## src/rtl/mac_dot_seq.sv

```systemverilog
// mac_dot_seq -- sequences a dot product through an external float_mac.
//
// Purpose: buffers (a,b) operand pairs in a small FIFO and chains them through
//          a downstream float_mac (a*b+c), feeding each result back as the
//          next c, then presents the final sum on a valid/ready output.
// Latency: vec_start to first mac_start is 2 cycles with a pair already queued;
//          mac_done to the next mac_start is 2 cycles when the FIFO is non-empty.
// Backpressure: in_ready drops only when the FIFO is full; out_data is held
//          with out_valid until out_ready, and no new vector starts meanwhile.
//
// Ports:
//   clk, rst                     single clock, synchronous active-high reset
//   vec_len, vec_start           length and start pulse of the next dot product
//   in_valid/in_ready, in_a/in_b operand-pair push (IEEE-754 single)
//   mac_start, mac_a/b/c         operands and start pulse to float_mac
//   mac_result, mac_done         float_mac result and completion pulse
//   out_valid/out_ready/out_data final dot-product result
//   busy                         FSM is not IDLE
//   timeout                      result was aborted (only with the macro below)
//
// Optional feature: define MAC_DOT_TIMEOUT_EN to add an 8-bit WAIT timer that
// aborts a stalled float_mac after 255 cycles with a quiet-NaN result.

module mac_dot_seq #(
  parameter int DEPTH = 4,
  parameter int LEN_W = 8
) (
  input  logic             clk,
  input  logic             rst,
  input  logic [LEN_W-1:0] vec_len,
  input  logic             vec_start,
  input  logic             in_valid,
  output logic             in_ready,
  input  logic [31:0]      in_a,
  input  logic [31:0]      in_b,
  output logic             mac_start,
  output logic [31:0]      mac_a,
  output logic [31:0]      mac_b,
  output logic [31:0]      mac_c,
  input  logic [31:0]      mac_result,
  input  logic             mac_done,
  output logic             out_valid,
  input  logic             out_ready,
  output logic [31:0]      out_data,
  output logic             busy,
  output logic             timeout
);

  typedef struct packed {
    logic [31:0] a;
    logic [31:0] b;
  } pair_t;

  typedef enum logic [1:0] {IDLE, ISSUE, WAIT, OUT} state_t;

  localparam int AW = (DEPTH > 1) ? $clog2(DEPTH) : 1;
  localparam int CW = AW + 1;
  localparam logic [CW-1:0] FULL_CNT = CW'(DEPTH);

  // ---------------------------------------------------------------------------
  // Operand-pair FIFO. Pointers are AW bits wide, so they wrap modulo DEPTH
  // (a power of two) on their own; the separate count disambiguates full/empty.
  // ---------------------------------------------------------------------------
  pair_t          fifo_mem [DEPTH];
  logic [AW-1:0]  wr_ptr;
  logic [AW-1:0]  rd_ptr;
  logic [CW-1:0]  fifo_cnt;
  pair_t          wr_dat;
  pair_t          rd_dat;
  logic           rd_vld;
  logic           do_wr;
  logic           do_rd;
  state_t         state;

  assign wr_dat.a = in_a;
  assign wr_dat.b = in_b;
  // Gated by rst so the port reads 0 for the whole reset, not just after an edge.
  assign in_ready = !rst && (fifo_cnt != FULL_CNT);
  assign rd_vld   = (fifo_cnt != '0);
  assign rd_dat   = fifo_mem[rd_ptr];
  assign do_wr    = in_valid && in_ready;
  assign do_rd    = (state == ISSUE) && rd_vld;

  always_ff @(posedge clk) begin
    if (rst) begin
      wr_ptr   <= '0;
      rd_ptr   <= '0;
      fifo_cnt <= '0;
    end else begin
      if (do_wr) wr_ptr <= wr_ptr + AW'(1);
      if (do_rd) rd_ptr <= rd_ptr + AW'(1);
      case ({do_wr, do_rd})
        2'b10:   fifo_cnt <= fifo_cnt + CW'(1);
        2'b01:   fifo_cnt <= fifo_cnt - CW'(1);
        default: fifo_cnt <= fifo_cnt;
      endcase
    end
  end

  // Storage has no reset: contents are only visible through rd_dat when count > 0.
  always_ff @(posedge clk) begin
    if (do_wr) fifo_mem[wr_ptr] <= wr_dat;
  end

  // ---------------------------------------------------------------------------
  // Sequencer FSM with registered outputs.
  // ---------------------------------------------------------------------------
  logic [31:0]      acc;
  logic [LEN_W-1:0] len_q;
  logic [LEN_W-1:0] pair_cnt;
  logic [LEN_W-1:0] pair_cnt_nxt;

  assign pair_cnt_nxt = pair_cnt + LEN_W'(1);

`ifdef MAC_DOT_TIMEOUT_EN
  localparam logic [7:0]  TIMER_LAST = 8'd254;  // 255th WAIT cycle
  localparam logic [31:0] QNAN       = 32'h7FC00000;
  logic [7:0] timer;
  logic       timeout_q;
  assign timeout = timeout_q;
`else
  assign timeout = 1'b0;
`endif

  always_ff @(posedge clk) begin
    if (rst) begin
      state     <= IDLE;
      acc       <= '0;
      len_q     <= '0;
      pair_cnt  <= '0;
      mac_start <= 1'b0;
      mac_a     <= '0;
      mac_b     <= '0;
      mac_c     <= '0;
      out_valid <= 1'b0;
      out_data  <= '0;
      busy      <= 1'b0;
`ifdef MAC_DOT_TIMEOUT_EN
      timer     <= '0;
      timeout_q <= 1'b0;
`endif
    end else begin
      mac_start <= 1'b0;
      case (state)
        IDLE: begin
          if (vec_start) begin
            busy <= 1'b1;
            if (vec_len != '0) begin
              len_q    <= vec_len;
              acc      <= '0;
              pair_cnt <= '0;
              state    <= ISSUE;
            end else begin
              // Empty vector: the sum is +0.0 and no float_mac call is made.
              out_data  <= '0;
              out_valid <= 1'b1;
              state     <= OUT;
            end
          end
        end
        ISSUE: begin
          if (rd_vld) begin
            // mac_a/b/c stay untouched until the next pop, since float_mac
            // samples c several cycles after mac_start.
            mac_a     <= rd_dat.a;
            mac_b     <= rd_dat.b;
            mac_c     <= acc;
            mac_start <= 1'b1;
            state     <= WAIT;
`ifdef MAC_DOT_TIMEOUT_EN
            timer     <= '0;
`endif
          end
        end
        WAIT: begin
          if (mac_done) begin
            acc      <= mac_result;
            pair_cnt <= pair_cnt_nxt;
            if (pair_cnt_nxt == len_q) begin
              out_data  <= mac_result;
              out_valid <= 1'b1;
              state     <= OUT;
            end else begin
              state <= ISSUE;
            end
          end
`ifdef MAC_DOT_TIMEOUT_EN
          else if (timer == TIMER_LAST) begin
            out_data  <= QNAN;
            out_valid <= 1'b1;
            timeout_q <= 1'b1;
            state     <= OUT;
          end else begin
            timer <= timer + 8'd1;
          end
`endif
        end
        OUT: begin
          if (out_ready) begin
            out_valid <= 1'b0;
            busy      <= 1'b0;
            state     <= IDLE;
`ifdef MAC_DOT_TIMEOUT_EN
            timeout_q <= 1'b0;
`endif
          end
        end
        default: state <= IDLE;
      endcase
    end
  end

endmodule

```

## config.mk

```make
export PLATFORM = sky130hd
export DESIGN_NAME = mac_dot_seq
export DESIGN_NICKNAME = d
export VERILOG_FILES = /design/src/rtl/mac_dot_seq.sv
export SDC_FILE = /design/constraint.sdc
export NUM_CORES = 1
export LEC_CHECK = 0
export CAP_MARGIN = 40
export CORE_UTILIZATION = 39
export DETAILED_ROUTE_END_ITERATION = 8
export REMOVE_ABC_BUFFERS = 1
export SYNTH_ARGS = -nofsm -noshare
export SYNTH_HDL_FRONTEND = slang
export SYNTH_SLANG_ARGS = --single-unit
export TNS_END_PERCENT = 1
```

## constraint.sdc

```tcl
create_clock -name clk -period 7.7 [get_ports clk]
set_input_delay 1.155 -clock clk [delete_from_list [all_inputs] [get_ports clk]]
set_output_delay 1.155 -clock clk [all_outputs]
set_load 0.02 [all_outputs]
```

* After elaboration in Yosys (flattened, before gate mapping)
Memories as Yosys holds them, arrays and structs flattened. A register that Yosys moved wholly into a read port is not among the register bits. Index checks and enable logic that the tools add are counted. W data, S select, Z words.
Storage, ports and cells: register bits 124, bits in latches 0, bits in writable memories 256, bits in read-only memories 0, bits of input ports 110, output and inout bits 133, logic and storage cells 84, memories 1
Operators by class: $add $sub $neg 5, multipliers 0, divide/modulo/power cells 0, magnitude comparators 0, eq/ne operators 14, shift-type cells 0, mux-type cells 32, bitwise gates (word level) 1, reductions and logical operators 19
Memories:
- fifo_mem | words 4, width 64, rd ports 1, clocked after memory_dff 1, wr ports 1, RTL line 64 | pair_t fifo_mem [DEPTH];
Operator list (count):
- $mux W32 | 7
- $pmux W32 S2 | 2
- $mux W8 | 3
- $pmux W8 S2 | 1
- $ne A2 B2 Y1 const B | 7
- $mux W2 | 6
- $mux W1 | 9
- $add A8 B1 Y8 const B | 1
- $eq A8 B8 Y1 | 1
- $pmux W2 S4 | 1
- $reduce_and A4 Y1 | 2
- $reduce_bool A8 Y1 | 1
- $eq A2 B2 Y1 const B | 3
- $pmux W3 S2 | 1
- $reduce_and A3 Y1 | 2
- $reduce_and A6 Y1 | 1
- $reduce_bool A2 Y1 | 3
- $reduce_bool A3 Y1 | 2
- $reduce_and A5 Y1 | 1
- $add A2 B1 Y2 const B | 2
- $eq A2 B1 Y1 const B | 2
- $add A3 B1 Y3 const B | 1
- $logic_and A1 B1 Y1 | 3
- $ne A3 B3 Y1 const B | 1
- 8 further kinds | 8

* Longest topological paths before layout
Gate-level depths: netlist of run 1.
word-level depth 5, depth in mapped cells 11, mapped depth without buffers 10

* Worst setup path before layout of run 1
Ideal clock, no wire load.
path type input to register, start point in rst, end point mem fifo_mem[0][0] (netlist name) (enable), library setup time 429 ps, arrival 3504 ps, data required time 7271 ps, slack 3767 ps, stages 3, buffers on the path 1, cells stage by stage clkbuf_1 > a31oi_1 > and3_1
Between the ends: longest elaborated chain between the ends 5
RTL lines:
- start: declaration | RTL line 29 | input logic rst,
- $logic_not A1 Y1 | RTL line 78 | assign in_ready = !rst && (fifo_cnt != FULL_CNT);
- $logic_and A1 B1 Y1 | RTL line 78
- net in_ready | RTL line 33 | output logic in_ready,
- $logic_and A1 B1 Y1 | RTL line 81 | assign do_wr = in_valid && in_ready;
- $mux W1 | RTL line 102 | if (do_wr) fifo_mem[wr_ptr] <= wr_dat;
- $mux W1 (implied by the code) | RTL line 102
- end: declaration | RTL line 64
The timed path passes the listed nets, and every way through them passes these cells.

* Worst setup path in the final report of run 1
start point in rst, end point out in_ready
Between the ends: longest elaborated chain between the ends 2
RTL lines (RTL line):
- $logic_not A1 Y1 | 78
- $logic_and A1 B1 Y1 | 78
- end: declaration | 33
Every way passes these cells.

==> results of run 1 <==
## where the power goes
part | internal, mW | total, mW | switching, mW | leakage [nW]
Clock | 1.35 | 2.29 | 0.937 | 0.773
Sequential | 2.60 | 2.66 | 0.0585 | 3.85
Combinational | 0.262 | 0.651 | 0.388 | 2.05
Total | 4.22 | 5.60 | 1.38 | 6.67
## synth_stat cells, drive strengths merged (6+ instances only)
cell type  count  area, sq um
edfxtp       256         7690
nand2        204          766
dfxtp        188         3760
a21oi        115          579
mux4          64         1440
nor2          62          233
clkbuf        61          229
o21ai         43          215
nand3         37          340
nand4         36          225
a31oi         34          400
buf           34          239
a22oi         32          240
inv            9         33.8
nand2b         8         50.1
mux2i          7         70.1
ha             6         75.1
xor2           6         52.6
## layer usage
layer	part of all wire, %	routed length [um]	vias up
li1	-	-	5077
met1	44	17800	5361
met2	48	19400	296
met3	6.8	2790	49
met4	1.6	658	4
met5	0.079	32	-
## metrics by stage
| step | area [sq um] | instances | worst slack, ps |
|---|---|---|---|
| floorplan | 16500 | 1157 | 3170 |
| global placement | 19900 | 1997 | 3870 |
| detailed placement | 20000 | 2001 | 3830 |
| CTS | 21500 | 2087 | 3830 |
| global route | 21500 | 2087 | 3770 |
| finish | 21500 | 2088 | 3830 |
## placed cells by master, fill, tap and decap left out, types with 10 or more instances in the layout
cell type                         instances
sky130_fd_sc_hd__mux4_2                  64
sky130_fd_sc_hd__o21ai_0                 35
sky130_fd_sc_hd__nand3_2                 31
sky130_fd_sc_hd__nand4_1                 36
sky130_fd_sc_hd__buf_4                   14
sky130_fd_sc_hd__a21oi_1                113
sky130_fd_sc_hd__dfxtp_1                186
sky130_fd_sc_hd__a22oi_1                 32
sky130_fd_sc_hd__a31oi_2                 30
sky130_fd_sc_hd__clkbuf_16               48
sky130_fd_sc_hd__clkbuf_8                10
sky130_fd_sc_hd__clkbuf_1                13
sky130_fd_sc_hd__nor2_1                  60
sky130_fd_sc_hd__edfxtp_1               256
sky130_fd_sc_hd__nand2_1                204
sky130_fd_sc_hd__clkdlybuf4s50_1        240
## logic make-up (layout without fill, tap and decap cells)
group	after synthesis	after routing
buf+inv	104	354
compound gates	234	234
other cells	1	2
flops	444	444
simple gates	380	380
xor+xnor	11	11
mux	71	71
fa+ha+maj	7	7
## registers in the layout, summed over array words and instances, names as in the netlist
signal / cells
acc: 32
fifo_mem: 256
wr_ptr: 2
mac_b: 32
rd_ptr: 2
out_data: 32
busy: 1
len_q: 8
state: 2
pair_cnt: 8
out_valid: 1
mac_a: 32
mac_c: 32
fifo_cnt: 3
mac_start: 1
## layout make-up
class / count / area [sq um]
clock inverter: 15 / 185
antenna: 1 / 2.50
clock buffer: 71 / 1390
multi-input combinational: 704 / 5120
fill: 3768 / 21500
tap: 585 / 732
timing repair buffer: 259 / 2610
inverter: 9 / 36.3
sequential: 444 / 11500
## worst max-delay path, delay by kind of cell
family	cells	cell delay, ps
compound gates	1	540
buf+inv	2	950
## final timing paths
path / slack, ps / endpoint
setup / recovery: 3830 / in_ready
hold / removal: 440 / mac_c[1]
setup reg to reg: 4560 / fifo_cnt[2]
hold reg to reg: 440 / mac_c[1]
==> key figures, run 1 <==
Status
  • Run status: finished, final reports clean

Detailed routing
  • Pre-antenna DRT Iters: 4
  • DR DRC count: 0
  • Routed wirelength normalized by instance count: ~19 um
  • Final wirelength: between 40 and 50 mm
  • Antenna Nets Post-Route: 0
  • Iteration-0 DRC Markers: roughly 670
  • Average vias per placed instance: 5.17
  • Via count: about 11000

STA
  • Worst Clk Skew: between 20 and 25 ps
  • Final Hold Violating Endpoints: 0
  • Endpoints failing setup: 0
  • Post-Route Hold Slack: 443 ps
  • Final period utilization: approximately half
  • Worst-margin pin slew: 871 ps
  • Rel. slew slack: between 40% and 50%
  • Setup repair after global routing missed its margin: false
  • Post-route setup TNS: 0 ps
  • Final max-slew violation count: 0
  • Time the final worst path needs with I/O delays and setup: between 3000 and 4000 ps
  • Max Fclk: approximately 260 MHz

Clock tree
  • Clock latency on the worst-skew pair: 590 ps
  • H-tree levels: 2
  • Clock root buffer master: sky130_fd_sc_hd__clkbuf_16
  • Number of gates resized after CTS: 0
  • TritonCTS clock tree: built
  • Sink Count: 444
  • Number of buffers on the longest clock path: 3
  • Clock transition at the registers of the reported paths: roughly 60 ps
  • Number of clock buffers inserted by TritonCTS: 47
  • Hold-fix buffers, CTS: 0
  • Number of setup buffers added after CTS: 0

Global routing
  • Initial antenna violation count: 3
  • Met1 routing resource usage after global routing: between 20% and 30%
  • Fraction of met2 tracks used by global routing: 30.6%
  • Met3 global-route usage: 4.71%
  • Wire length of the first global-routing pass: 62.3 mm
  • Tot GR Track Use: between 10% and 20%
  • Gr ovfl total: 0
  • Maximum number of pins on one net before global-route repair: 85
  • Top Usage Layer GRT: met2
  • Number of global-route vias before repair: 10900

Synth
  • Primary FF master, synth: sky130_fd_sc_hd__edfxtp_1
  • Multiplexer fraction of the synthesized cell area: between 8 and 9%
  • Parity-gate share of the synthesized area counting xor and xnor cells: 0.566%
  • Fraction of synthesis flops using an asynchronous set or reset pin: 0%
  • Post-synthesis average cell area: 13.6 sq um
  • Number of synthesized register bits: between 400 and 500
  • Compound-Gate Fraction of Synth Area: slightly below 9%
  • Post-synth EDFFs: 256
  • Synth Area in Simple Gates: a little over a tenth
  • Synthesized netlist cell count: ~1300
  • Synth Warn #: 0
  • Post-synthesis cell type count: 50
  • Main combinational cell family by area after synthesis: simple AND/OR/NAND/NOR gates
  • Netlist Area Pre-Place: ~0.017 sq mm
  • Adder-cell area share of the yosys netlist: less than 1%
  • Share of the yosys chip area belonging to registers: about two thirds

Layout
  • Net count, final: about 1600
  • Area growth from synthesis to final layout: 26.5%
  • Layout cell share with drive strength beyond 1: about 16%
  • Utilization after layout: roughly half

Critical path
  • Max stage delay on crit path: between 700 and 800 ps
  • Kind of end point of the critical path: output pin
  • Cells along the critical path: buf_6, a31oi_1, clkdlybuf4s50_1
  • Arrival time at the worst endpoint: around 2700 ps
  • Launching point of the worst reg2reg path: state[0]
  • Required time worst endpoint: 6550 ps
  • Max Fanout on Critical Path: 84
  • CP max-delay cell: sky130_fd_sc_hd__clkdlybuf4s50_1
  • Crit. Startpoint: rst
  • Category of the critical setup timing path: input port to output pin
  • Crit path launch type: input port
  • Cell count of the worst reg-to-reg path: 8

Floorplanning
  • Effective utilization at floorplan: ~40%
  • Die span in y: ~210 um
  • Boundary pin count: approximately 240
  • X dimension of the die: 211 um
  • DIE AREA: between 0.04 and 0.05 sq mm
  • Std-Cell Rows: 76
  • Standard cell core area: ~0.043 sq mm

Worst hold path
  • Startpoint of the worst hold path: acc[1]
  • WHS Path Cells: 2
  • Path class of the lowest-slack min-delay path: register to register

Job
  • Max cap viols: 0

Power and ir drop
  • Areal power density over the cells: 260 mW/mm^2
  • Worst IR drop on VDD: approximately 0.2 mV
  • Cell leakage power: around 6.7 nW
  • Power consumption: about 5.6 mW

Placement
  • Placed wire-length estimate: around 24 mm
  • Final GP Congestion: a little under 0.8
  • Count of buffers inserted at the top-level ports: 241
No activity file was read; power rests on OpenSTA's default activity.
==> inputs of run 2 (changes only) <==
==> constraint.sdc (replaced) <==
create_clock -name clk -period 4 [get_ports clk]
set_input_delay 0.6 -clock clk [delete_from_list [all_inputs] [get_ports clk]]
set_output_delay 0.6 -clock clk [all_outputs]
set_load 0.02 [all_outputs]
==> key figures, run 2 (same netlist as run 1, synthesis figures left out) <==
Critical path
  • Required time worst endpoint: 3400 ps
  • Kind of end point of the critical path: output pin
  • Arrival time at the worst endpoint: between 2000 and 2500 ps
  • Category of the critical setup timing path: register to output pin
  • Max Fanout on Critical Path: 6
  • Crit path launch type: register

Floorplanning
  • Effective utilization at floorplan: 39.5%
  • Die span in y: approximately 210 um
  • Boundary pin count: ~240
  • Standard cell core area: between 0.04 and 0.05 sq mm
  • DIE AREA: ~0.044 sq mm
  • Std-Cell Rows: 76
  • X dimension of the die: ~210 um

Detailed routing
  • Final wirelength: about 40 mm
  • DR DRC count: 0
  • Average vias per placed instance: 5.21
  • Pre-antenna DRT Iters: 5
  • Routed wirelength normalized by instance count: roughly 19 um
  • Antenna Nets Post-Route: 0
  • Via count: ~11000
  • Iteration-0 DRC Markers: 683

STA
  • Worst Clk Skew: 16.0 ps
  • Final Hold Violating Endpoints: 0
  • Time the final worst path needs with I/O delays and setup: 2810 ps
  • Setup ws final: 1190 ps
  • Endpoints failing setup: 0
  • Worst-margin pin slew: 859 ps
  • Final period utilization: between 70% and 80%
  • Post-route setup TNS: 0 ps
  • Final max-slew violation count: 0
  • Setup repair after global routing missed its margin: false
  • Rel. slew slack: about 43%
  • Max Fclk: between 300 and 400 MHz
  • Post-Route Hold Slack: approximately 430 ps

Worst hold path
  • Path class of the lowest-slack min-delay path: input port to register

Global routing
  • Number of global-route vias before repair: around 11000
  • Initial antenna violation count: 3
  • Maximum number of pins on one net before global-route repair: 99
  • Tot GR Track Use: a little under a fifth
  • Wire length of the first global-routing pass: between 60 and 70 mm
  • Gr ovfl total: 0

Clock tree
  • Hold-fix buffers, CTS: 0
  • TritonCTS clock tree: built
  • Sink Count: 444
  • Number of buffers on the longest clock path: 3
  • Number of gates resized after CTS: 0
  • Clock root buffer master: sky130_fd_sc_hd__clkbuf_16
  • Clock transition at the registers of the reported paths: about 60 ps
  • Number of setup buffers added after CTS: 0
  • Clock latency on the worst-skew pair: approximately 570 ps
  • Number of clock buffers inserted by TritonCTS: between 40 and 50
  • H-tree levels: 2

Placement
  • Placed wire-length estimate: ~24 mm
  • Pre-CTS WS: ~1200 ps
  • Count of buffers inserted at the top-level ports: between 200 and 250
  • Final GP Congestion: between 0.7 and 0.8
  • # placed instances: between 2000 and 2500

Layout
  • Layout cell share with drive strength beyond 1: around 16%
  • Largest register by flop count: fifo_mem
  • Area growth from synthesis to final layout: 26.7%
  • Largest register FFs: between 200 and 300
  • Net count, final: around 1600
  • Leading cell type in the layout, fill and taps excluded: sky130_fd_sc_hd__edfxtp_1
  • Number of antenna repair diodes: 0
  • Commonest cells after routing, fill and taps aside: 256 x sky130_fd_sc_hd__edfxtp_1, 240 x sky130_fd_sc_hd__clkdlybuf4s50_1, 204 x sky130_fd_sc_hd__nand2_1
  • Utilization after layout: between 50% and 60%
  • Final Non-Filler Cells: around 2100

Job
  • Max cap viols: 0

Power and ir drop
  • Cell leakage power: about 6.7 nW
  • Worst IR drop on VDD: about 0.39 mV
  • Areal power density over the cells: ~500 mW/mm^2

Status
  • Run status: finished, final reports clean
run 2: changes by cell type in the layout (fill, tap and decap cells not counted), sizes merged:
cell / before / now
buf: 19 / 22
bufinv: 3 / 1
inv: 13 / 11
clkbuf: 71 / 68
clkinv: 7 / 16
diode: 1 / 0
run 2: metal layers:
metal  up-vias  global-route usage [%]  share of wire [%]
met5         -                       0               0.11
met4         6                    5.57                2.0
met3        57                    3.98                7.2
met2       341                    29.2                 47
met1      5414                    24.9                 44
li1       5085                       -                  -
run 2: worst max-delay path, stage by stage (launching register included):
cell and delay [ps]:
sky130_fd_sc_hd__dfxtp_1 370, sky130_fd_sc_hd__inv_1 90, sky130_fd_sc_hd__a31oi_1 460, sky130_fd_sc_hd__clkdlybuf4s50_1 730
run 2: area by class of cell:
cell class	count	area, sq um
multi-input combinational	704	5110
clock inverter	20	144
tap	585	732
inverter	9	36.3
timing repair buffer	262	2700
clock buffer	68	1380
sequential	444	11500
fill	3721	21500
run 2: power breakdown:
| group | total [mW] | leakage (nW) | internal (mW) | switching (mW) |
|---|---|---|---|---|
| clock | 4.25 | 0.759 | 2.47 | 1.78 |
| sequential | 5.13 | 3.85 | 5.01 | 0.121 |
| combinational | 1.23 | 2.08 | 0.506 | 0.728 |
run 2: through the flow:
step / instance area (sq um) / total power, mW
after detailed placement: 20000 / 6.48
after global routing: 21600 / 11.0
after floorplan: 16500 / 5.87
after global placement: 20000 / 6.45
after CTS: 21600 / 10.7
final: 21600 / 10.6
run 2: final timing paths:
path / start / endpoint / slack (ps) / cells after the start
setup / recovery: fifo_cnt[0] / in_ready / 1190 / 3
hold / removal: rst / len_q[1] / 430 / 2
setup reg to reg: state[0] / fifo_cnt[2] / 1240 / 8
hold reg to reg: acc[24] / mac_c[24] / 450 / 2
